===== src/rtl/bvh_traversal_stack.sv =====
// BVH traversal sequencer: picks the nearer hit child, defers the farther one on a LIFO, issues node fetches until empty.
// One node per ISSUE+WAIT pair (>= 2 cycles); either handshake stalls with all outputs held; a push into a full stack is dropped and flagged.
module bvh_traversal_stack #(
    parameter int IDX_W = 32,
    parameter int T_W   = 32,
    parameter int DEPTH = 16
) (
    input  logic                     clk,
    input  logic                     rst,
    input  logic                     start,
    input  logic [IDX_W-1:0]         root_idx,
    output logic                     node_valid,
    input  logic                     node_ready,
    output logic [IDX_W-1:0]         node_idx,
    input  logic                     in_valid,
    output logic                     in_ready,
    input  logic                     in_leaf,
    input  logic [IDX_W-1:0]         left_idx,
    input  logic [IDX_W-1:0]         right_idx,
    input  logic [T_W-1:0]           left_tmin,
    input  logic [T_W-1:0]           left_tmax,
    input  logic [T_W-1:0]           right_tmin,
    input  logic [T_W-1:0]           right_tmax,
    output logic                     busy,
    output logic                     done,
    output logic                     overflow,
    output logic [$clog2(DEPTH):0]   depth
);

    localparam int AW = $clog2(DEPTH);
    localparam int DW = AW + 1;

    typedef enum logic [1:0] {S_IDLE, S_ISSUE, S_WAIT, S_DONE} state_t;

    state_t           state_q;
    logic [IDX_W-1:0] node_idx_q;
    logic             node_valid_q;
    logic             in_ready_q;
    logic             busy_q;
    logic             done_q;
    logic             overflow_q;
    logic [DW-1:0]    depth_q;
    logic [IDX_W-1:0] stack_q [DEPTH];

    logic             accept;
    logic             hit_l;
    logic             hit_r;
    logic             left_near;
    logic             do_pop;
    logic             do_push;
    logic             stack_full;
    logic             stack_empty;
    logic             stack_we;
    logic [AW-1:0]    top_ptr;
    logic [IDX_W-1:0] near_idx;
    logic [IDX_W-1:0] far_idx;
    logic [IDX_W-1:0] next_idx_d;

    assign node_valid = node_valid_q;
    assign node_idx   = node_idx_q;
    assign in_ready   = in_ready_q;
    assign busy       = busy_q;
    assign done       = done_q;
    assign overflow   = overflow_q;
    assign depth      = depth_q;

    assign accept      = (state_q == S_WAIT) && in_valid;
    assign stack_full  = (depth_q == DW'(DEPTH));
    assign stack_empty = (depth_q == '0);
    // With depth == DEPTH the low bits wrap to zero, so the subtraction still lands on DEPTH-1.
    assign top_ptr     = depth_q[AW-1:0] - AW'(1);

    always_comb begin
        hit_l      = $signed(left_tmin) <= $signed(left_tmax);
        hit_r      = $signed(right_tmin) <= $signed(right_tmax);
        left_near  = $signed(left_tmin) <= $signed(right_tmin);
        near_idx   = left_near ? left_idx : right_idx;
        far_idx    = left_near ? right_idx : left_idx;
        do_pop     = in_leaf || (!hit_l && !hit_r);
        do_push    = !in_leaf && hit_l && hit_r;
        next_idx_d = stack_q[top_ptr];
        if (!do_pop) begin
            if (do_push) next_idx_d = near_idx;
            else         next_idx_d = hit_l ? left_idx : right_idx;
        end
        stack_we   = accept && do_push && !stack_full;
    end

    always_ff @(posedge clk) begin
        if (stack_we) stack_q[depth_q[AW-1:0]] <= far_idx;
    end

    always_ff @(posedge clk or posedge rst) begin
        if (rst) begin
            state_q      <= S_IDLE;
            node_idx_q   <= '0;
            node_valid_q <= 1'b0;
            in_ready_q   <= 1'b0;
            busy_q       <= 1'b0;
            done_q       <= 1'b0;
            overflow_q   <= 1'b0;
            depth_q      <= '0;
        end else begin
            case (state_q)
                S_IDLE: begin
                    if (start) begin
                        state_q      <= S_ISSUE;
                        node_idx_q   <= root_idx;
                        depth_q      <= '0;
                        overflow_q   <= 1'b0;
                        node_valid_q <= 1'b1;
                        busy_q       <= 1'b1;
                    end
                end
                S_ISSUE: begin
                    if (node_ready) begin
                        state_q      <= S_WAIT;
                        node_valid_q <= 1'b0;
                        in_ready_q   <= 1'b1;
                    end
                end
                S_WAIT: begin
                    if (in_valid) begin
                        in_ready_q <= 1'b0;
                        if (do_pop && stack_empty) begin
                            state_q <= S_DONE;
                            busy_q  <= 1'b0;
                            done_q  <= 1'b1;
                        end else begin
                            state_q      <= S_ISSUE;
                            node_valid_q <= 1'b1;
                            node_idx_q   <= next_idx_d;
                        end
                        if (do_pop && !stack_empty) depth_q <= depth_q - DW'(1);
                        if (do_push) begin
                            if (stack_full) overflow_q <= 1'b1;
                            else            depth_q    <= depth_q + DW'(1);
                        end
                    end
                end
                S_DONE: begin
                    done_q  <= 1'b0;
                    state_q <= S_IDLE;
                end
                default: state_q <= S_IDLE;
            endcase
        end
    end

endmodule


===== config.mk =====
export PLATFORM = sky130hd
export DESIGN_NAME = bvh_traversal_stack
export DESIGN_NICKNAME = d
export VERILOG_FILES = /design/src/rtl/bvh_traversal_stack.sv
export SDC_FILE = /design/constraint.sdc
export NUM_CORES = 1
export LEC_CHECK = 0
export BUFFER_PORTS_ARGS = -buffer_cell sky130_fd_sc_hd__buf_2
export CAP_MARGIN = 30
export CORE_MARGIN = 4
export CORE_UTILIZATION = 30
export CTS_BUF_LIST = sky130_fd_sc_hd__clkbuf_4
export CTS_CLUSTER_DIAMETER = 30
export DETAILED_ROUTE_END_ITERATION = 12
export PLACE_DENSITY = 0.57
export SYNTH_ARGS = -nofsm -noshare
export SYNTH_HDL_FRONTEND = slang
export SYNTH_SLANG_ARGS = --single-unit
export TNS_END_PERCENT = 100

===== constraint.sdc =====
create_clock -name clk -period 6.2 [get_ports clk]
set_input_delay 0.62 -clock clk [delete_from_list [all_inputs] [get_ports clk]]
set_output_delay 0.62 -clock clk [all_outputs]
set_load 0.01 [all_outputs]

==> results of run 1 <==
[logic make-up after synthesis]
family | after synthesis
xor gates and xnor gates | 5
AOI/OAI and AO/OA | 241
DFF | 556
muxes | 224
and+or+nand+nor | 231
adders and majority gates | 100
buffers and inverters | 175
[flip-flops by register name, summed over array words and instances, names as in the netlist]
name        flops
stack_q       512
node_idx       32
depth           5
state_q         2
busy            1
done            1
in_ready        1
node_valid      1
overflow        1
[per-layer routing]
metal	GRT usage [%]	share of wire (%)	wire length, um	up-vias
met2	26.2	48	33700	647
met1	20.7	43	30100	7982
met5	0	0.017	12	-
li1	-	-	-	7064
met3	4.49	7.4	5240	104
met4	4.38	1.8	1300	2
[power breakdown]
group | leakage [nW] | internal, W | switching, W
Combinational | 4.68 | 0.00171 | 0.00222
Clock | 1.09 | 0.00168 | 0.00144
Sequential | 5.14 | 0.00433 | 0.000133
[what timing repair did]
| item | in CTS | in global routing |
|---|---|---|
| gates resized for setup | 0 | 0 |
| hold endpoints to repair | 80 | 0 |
| hold buffers | 50 | 0 |
| buffers inserted | 0 | 0 |
[layout make-up]
| class | instances | area, um2 |
|---|---|---|
| timing repair buffer | 361 | 2230 |
| antenna | 4 | 10.0 |
| tap | 1070 | 1340 |
| clock buffer | 197 | 1480 |
| multi-input combinational | 801 | 8010 |
| clock inverter | 50 | 340 |
| fill | 7768 | 52100 |
| sequential | 556 | 16500 |
| inverter | 102 | 383 |
[worst min-delay path: cells and delay by family]
family | cells | cell delay, ns
compound gates | 2 | 0.28
buf+inv | 1 | 0.08
[worst paths after layout]
path	start	to	slack (ns)	depth (start not counted)
max in group asynchronous	rst	depth[0]	5.14	4
setup / recovery	depth[1]	node_idx[24]	2.07	10
hold / removal	right_idx[12]	node_idx[12]	0.14	3
min in group asynchronous	rst	node_idx[4]	0.49	4
hold reg to reg	node_idx[11]	node_idx[11]	0.49	2
setup reg to reg	depth[1]	node_idx[24]	2.07	10
[through the flow]
stage	area, um2	cells	util, %	power (W)	hold WS [ns]
global route	30300	3139	36.7	0.0122	0.0534
finish	30300	3141	36.8	0.0115	0.141
floorplan	25000	1532	-	0.00708	0.514
CTS	30200	3136	36.7	0.0117	0.00144
global placement	27900	2837	33.8	0.00834	0.459
detailed placement	27900	2839	33.9	0.00839	0.464
[layout by cell type (no fill, tap or decap), drive strengths merged, types with 2 or more instances in the layout]
master and instances:
edfxtp 512, buf 311, clkbuf 197, mux4 128, inv 108, ha 100, nand2 99, o21ai 83
mux2 63, nor2 59, dlygate4sd3 50, a21oi 48, dfrtp 44, clkinv 38, o31ai 33, a221oi 33
mux2i 33, nand4 24, nand3 13, nor3 11, nor2b 7, nand2b 6, a21o 5, bufinv 5
o21a 5, nor4 5, diode 4, o211ai 4, xnor2 4, a211oi 4, a221o 3, a31oi 3
a2111oi 2, and4 2, a21boi 2, o31a 2, a31o 2, and2 2
==> run summary, run 1 <==
======================================================================================================
Final WL                                                                                       70.4 mm
Setup-violating endpoint count in the final report                                                   0
Worst Setup Slack, final                                                                       2.07 ns
Critical path required time                                                                    6.98 ns
Number of nets in the layout                                                                     2,295
Sequential share of the synthesized area                                                         65.8%
Die Wd                                                                                          297 um
Clock tree from TritonCTS                                                                          yes
Class of the tightest hold or removal check                                                  in -> reg
Clock net sink count                                                                               556
Maximum vdd drop                                                                            0.000307 V
Vias/cell                                                                                         5.03
Core region area                                                                            82,400 um2
Post-synthesis mux area share                                                                    15.7%
Fin crit period                                                                                4.13 ns
RePlAce Congestion                                                                               0.927
Antenna violations before repair                                                                     4
Antenna-violating nets left                                                                          0
Cell with the most instances after synthesis                                              sky130_fd_sc_hd__edfxtp_1
DR iter-0 viols                                                                                  1,012
Dominant cell type by area after synthesis                                                sky130_fd_sc_hd__edfxtp_1
Unique cell type count in the Yosys netlist                                                         60
Largest family of logic cells by synthesized area                                         multiplexers
Clock transition at the register clock pins on the worst setup and hold paths after CTS        0.07 ns
Layout area overhead                                                                             21.0%
Critical path buffers and inverters                                                                  3
Proportion of layout cells with a drive suffix above 1                                           36.5%
Max-Slew Margin vs Limit                                                                         37.1%
Total global routing overflow                                                                        0
Outcome                                                                                   finished, final reports clean
Maximum clock insertion buffer count                                                                 3
Synthesized netlist cell count                                                                   1,532
#FFs+latches synth                                                                                 556
Slew of the pin with the lowest slew margin                                                   0.942 ns
Total power density per cell area                                                           380 nW/um2
Height of the die                                                                               297 um
Most common cell type on the critical path                                                sky130_fd_sc_hd__o21ai_0
Vias in the first global route                                                                  16,700
Htree depth                                                                                          4
Proportion of synthesized flip-flops having asynchronous set or reset                            7.91%
Cell area after synthesis                                                                   25,000 um2
Synth top cells by count                                                                  sky130_fd_sc_hd__edfxtp_1 (512), sky130_fd_sc_hd__mux4_2 (128), sky130_fd_sc_hd__inv_1 (102)
Critical path endpoint category                                                              flip-flop
Critical Path Max Stage Delay                                                                  0.82 ns
Kind of critical path                                                                       reg -> reg
Final number of hold-violating endpoints                                                             0
Starting density of the core                                                                     30.4%
Crit share post-route                                                                            66.6%
Pins Over Slew Limit                                                                                 0
Unrepaired setup endpoints after global routing                                                     no
Top-area cell type share of the netlist area                                                     61.4%
Pin count of the biggest net entering global routing                                                66
Post-synth net total                                                                             1,862
Critical-path top delay cell                                                              sky130_fd_sc_hd__ha_4
Total routing resource utilization after global routing                                          15.9%
Cells taking the most area after synthesis                                                sky130_fd_sc_hd__edfxtp_1 (61%), sky130_fd_sc_hd__mux4_2 (12%), sky130_fd_sc_hd__ha_1 (5.0%)
Synthesized-area fraction occupied by adder cells                                                5.00%
Fmax                                                                                           242 MHz
Detailed-router iteration count before antenna repair                                                5
Static leakage                                                                                 10.9 nW
Placement Setup Slack                                                                          1.49 ns
Total Negative Setup Slacks                                                                       0 ns
Total of warnings raised by yosys                                                                    0
Share of synthesized cell area in and, or, nand and nor gates                                    4.18%
Root Buffer                                                                               sky130_fd_sc_hd__clkbuf_4
Worst-skew pair later-pin latency                                                              0.91 ns
Via count                                                                                       15,800
Worst-path cell chain                                                                     inv_1 > ha_4 > buf_12 > mux4_2 > mux2_2 > o21ai_0 > o21ai_0 > a221oi_1 > o31ai_1 > dlygate4sd3_1
Largest delay contributor family on the critical path                                     buffers and inverters
Skew final                                                                                   0.0497 ns
Port Buffers                                                                                       271
Synth Area in XOR/XNOR                                                                          0.175%
Arrival time of the worst setup path                                                           4.91 ns
Overall die area                                                                            88,100 um2
Compound-gate portion of the synthesized area                                                    6.34%
Largest fanout on the critical path                                                                 58
# rows                                                                                             105
Post-synth EDFFs                                                                                   512
Post-DP HPWL                                                                                   45.6 mm
Number of remaining DRC errors                                                                       0
Avg Synthesized Cell Area                                                                     16.3 um2
Synth Flop Type                                                                           sky130_fd_sc_hd__edfxtp_1
Global-route wire length before repair                                                          106 mm
Type of element launching the critical path                                                  flip-flop
Num CTS Buffers                                                                                    143
# IOs                                                                                              272
WL/cell                                                                                        22.4 um
Number of max-cap violations                                                                         0
======================================================================================================
Power figures use the tool's default switching activity.
==> run 2, diff against run 1 <==
--- a/config.mk
+++ b/config.mk
@@ -12,7 +12,7 @@
 export CTS_BUF_LIST = sky130_fd_sc_hd__clkbuf_4
 export CTS_CLUSTER_DIAMETER = 30
 export DETAILED_ROUTE_END_ITERATION = 12
-export PLACE_DENSITY = 0.57
+export PLACE_DENSITY = 0.59
 export SYNTH_ARGS = -nofsm -noshare
 export SYNTH_HDL_FRONTEND = slang
 export SYNTH_SLANG_ARGS = --single-unit
==> constraint.sdc (replaced) <==
create_clock -name clk -period 3.45 [get_ports clk]
set_input_delay 0.345 -clock clk [delete_from_list [all_inputs] [get_ports clk]]
set_output_delay 0.345 -clock clk [all_outputs]
set_load 0.01 [all_outputs]
==> run 2 against run 1 <==
  * Largest power group unchanged
  * Clock skew rose by 0.013 ns
  * Cell area up 6.5%
  * Global-route usage up 0.75 points
==> run summary, run 2 (synthesized netlist as in run 1, its figures left out) <==
======================================================================================================
Static leakage                                                                                 11.7 nW   +7.5%
Most frequent standard cell in the layout excluding fill and tap cells                    sky130_fd_sc_hd__edfxtp_1
Number of flip-flops in the largest register                                                       512   unchanged
Final Instance Count excl. Fillers                                                               3,297   +5.0%
Starting density of the core                                                                     30.4%   unchanged
Critical path buffers and inverters                                                                  5   +2
Placed cells                                                                                     2,898   +2.1%
Pins Over Slew Limit                                                                                 0   unchanged
Sw Ratio                                                                                         33.9%   +0.95 points
Worst-path cell chain                                                                     buf_2 > buf_4 > ha_1 > a21oi_1 > nand3_1 > a221o_1 > o31a_1 > o211ai_1 > buf_12 > buf_12 > mux2_2 > dlygate4sd3_1
Number of nets in the layout                                                                     2,453   +6.9%
Detailed-router iteration count before antenna repair                                                5   unchanged
Vias in the first global route                                                                  17,300   +4.2%
Internal                                                                                      0.0144 W   +87%
Kind of critical path                                                                        in -> reg
WL/cell                                                                                        22.6 um   +0.84%
Clock tree from TritonCTS                                                                          yes
Htree depth                                                                                          4   unchanged
Total global routing overflow                                                                        0   unchanged
Total routing resource utilization after global routing                                          16.7%   +0.75 points
Core region area                                                                            82,400 um2   unchanged
Number of remaining DRC errors                                                                       0   unchanged
Clock transition at the register clock pins on the worst setup and hold paths after CTS        0.06 ns   about the same
Arrival time of the worst setup path                                                           3.90 ns   -1.01 ns
Overall die area                                                                            88,100 um2   unchanged
# IOs                                                                                              272   unchanged
Antenna violations before repair                                                                     4   unchanged
Crit share post-route                                                                            96.5%
Root Buffer                                                                               sky130_fd_sc_hd__clkbuf_4
Max-Slew Margin vs Limit                                                                         40.8%   +3.8 points
Worst-skew pair later-pin latency                                                              0.96 ns   +0.05 ns
Post-DP HPWL                                                                                   49.9 mm   +9.5%
RePlAce Congestion                                                                               0.879   -5.2%
Skew final                                                                                   0.0625 ns   +0.0128 ns
Number of max-cap violations                                                                         0   unchanged
Largest delay contributor family on the critical path                                     buffers and inverters
Overall power consumption                                                                     0.0218 W   +90%
Placement Setup Slack                                                                        -0.182 ns   -1.67 ns
Proportion of layout cells with a drive suffix above 1                                           37.9%   +1.5 points
# rows                                                                                             105   unchanged
DR iter-0 viols                                                                                  1,211   +20%
Fin crit period                                                                                3.33 ns
Setup-violating endpoint count in the final report                                                   0   unchanged
Via count                                                                                       16,500   +4.4%
Pin count of the biggest net entering global routing                                                67   +1.5%
Largest fanout on the critical path                                                                 12   -79%
Maximum vdd drop                                                                            0.000728 V   +140%
Most common cell type on the critical path                                                sky130_fd_sc_hd__buf_12
Critical path required time                                                                    4.02 ns   -2.96 ns
Type of element launching the critical path                                                  input pin
Fill cell count                                                                                  7,565   -2.6%
Outcome                                                                                   finished, final reports clean
Comb pwr share                                                                                   36.5%   +2.4 points
Critical-path top delay cell                                                              sky130_fd_sc_hd__dlygate4sd3_1
Total power density per cell area                                                           678 nW/um2   +78%
Height of the die                                                                               297 um   unchanged
Num CTS Buffers                                                                                    150   +4.9%
Critical Path Max Stage Delay                                                                  0.84 ns   +0.02 ns
Die Wd                                                                                          297 um   unchanged
Worst Setup Slack, final                                                                      0.120 ns   -1.95 ns
Layout area overhead                                                                             28.8%
Clk pwr share                                                                                    27.0%   about the same
Critical path endpoint category                                                              flip-flop
Total Negative Setup Slacks                                                                       0 ns   unchanged
Net switching component of the power                                                         0.00741 W   +95%
Port Buffers                                                                                       271   unchanged
Global-route wire length before repair                                                          111 mm   +4.7%
Commonest non-fill, non-tap cells in the layout                                           sky130_fd_sc_hd__edfxtp_1 (512), sky130_fd_sc_hd__buf_2 (271), sky130_fd_sc_hd__clkbuf_4 (204), sky130_fd_sc_hd__dlygate4sd3_1 (136), sky130_fd_sc_hd__mux4_2 (128)
Fmax                                                                                           300 MHz
Final number of hold-violating endpoints                                                             0   unchanged
Class of the tightest hold or removal check                                                  in -> reg
Final WL                                                                                       74.5 mm   +5.9%
Antenna-violating nets left                                                                          0   unchanged
Vias/cell                                                                                         5.00   -0.58%
Unrepaired setup endpoints after global routing                                                     no
Sequential fraction of design power                                                              36.5%   -2.2 points
Clock net sink count                                                                               556   unchanged
Slew of the pin with the lowest slew margin                                                   0.887 ns   -0.0545 ns
Maximum clock insertion buffer count                                                                 3   unchanged
======================================================================================================
==> run 2: changes by cell type in the layout (fill, tap and decap cells not counted), sizes merged <==
cell / change
clkbuf: +8
clkinv: +2
diode: -2
inv: -3
buf: +64
bufinv: +1
dlygate4sd3: +86
==> run 2: final timing paths <==
kind                               from               to  slack [ns]  cells past startpoint
max in group asynchronous           rst         depth[0]        1.83                      5
max reg2reg                    depth[0]     node_idx[31]        0.18                     10
min reg2reg                node_idx[27]     node_idx[27]        0.48                      2
min                         root_idx[5]      node_idx[5]        0.25                      4
min in group asynchronous           rst      node_idx[9]        0.63                      4
max                        left_tmin[7]  stack_q[15][26]        0.12                     12
==> run 2: what timing repair did <==
item                                   CTS  global route
setup endpoints to repair                0             3
resized for setup                        0             1
setup buffers                            0             7
endpoints found under the hold margin  535             0
hold buffers                           136             0
==> run 2: layer usage <==
| metal | part of all wire (%) | track usage [%] | up-vias |
|---|---|---|---|
| li1 | - | - | 7381 |
| met1 | 43 | 22.3 | 8292 |
| met2 | 48 | 26.9 | 745 |
| met3 | 8.3 | 4.98 | 69 |
| met4 | 1.1 | 3.87 | 0 |
| met5 | 0 | 0 | - |
==> run 2: power by group through the flow <==
stage / sequential (W) / clock (W) / combinational [W]
after floorplan: 0.00815 / 0 / 0.00461
after global placement: 0.00810 / 0 / 0.00754
after detailed placement: 0.00811 / 0 / 0.00764
after CTS: 0.00797 / 0.00609 / 0.00791
after global routing: 0.00800 / 0.00649 / 0.00858
final: 0.00797 / 0.00590 / 0.00797
==> run 2: final cells by class <==
class	count	area, um2	area share [%]
Antenna cell	2	5.00	0.0155
Clock buffer	204	1530	4.75
Timing Repair Buffer	512	3960	12.3
Clock inverter	50	380	1.18
Tap cell	1070	1340	4.15
Multi-Input combinational cell	801	8130	25.2
Inverter	102	405	1.26
Sequential cell	556	16500	51.1
==> run 2: worst register-to-register path, stage by stage, from the launching register on <==
cell and delay (ns):
sky130_fd_sc_hd__dfrtp_4 0.48, sky130_fd_sc_hd__inv_1 0.19, sky130_fd_sc_hd__ha_4 0.33, sky130_fd_sc_hd__buf_12 0.22, sky130_fd_sc_hd__mux4_2 0.32, sky130_fd_sc_hd__mux2_2 0.27
sky130_fd_sc_hd__o21ai_0 0.14, sky130_fd_sc_hd__o21ai_0 0.17, sky130_fd_sc_hd__a221oi_1 0.35, sky130_fd_sc_hd__o31ai_1 0.13, sky130_fd_sc_hd__dlygate4sd3_1 0.57
==> run 2: per-stage QoR <==
stage	cell area, um2	hold WS, ns	utilization (%)
6_report	32200	0.251	39.1
5_1_grt	32200	0.155	39.1
4_1_cts	32200	0.0883	39.0
3_5_place_dp	28900	0.465	35.1
3_3_place_gp	28900	0.461	35.1
2_1_floorplan	25200	0.431	-
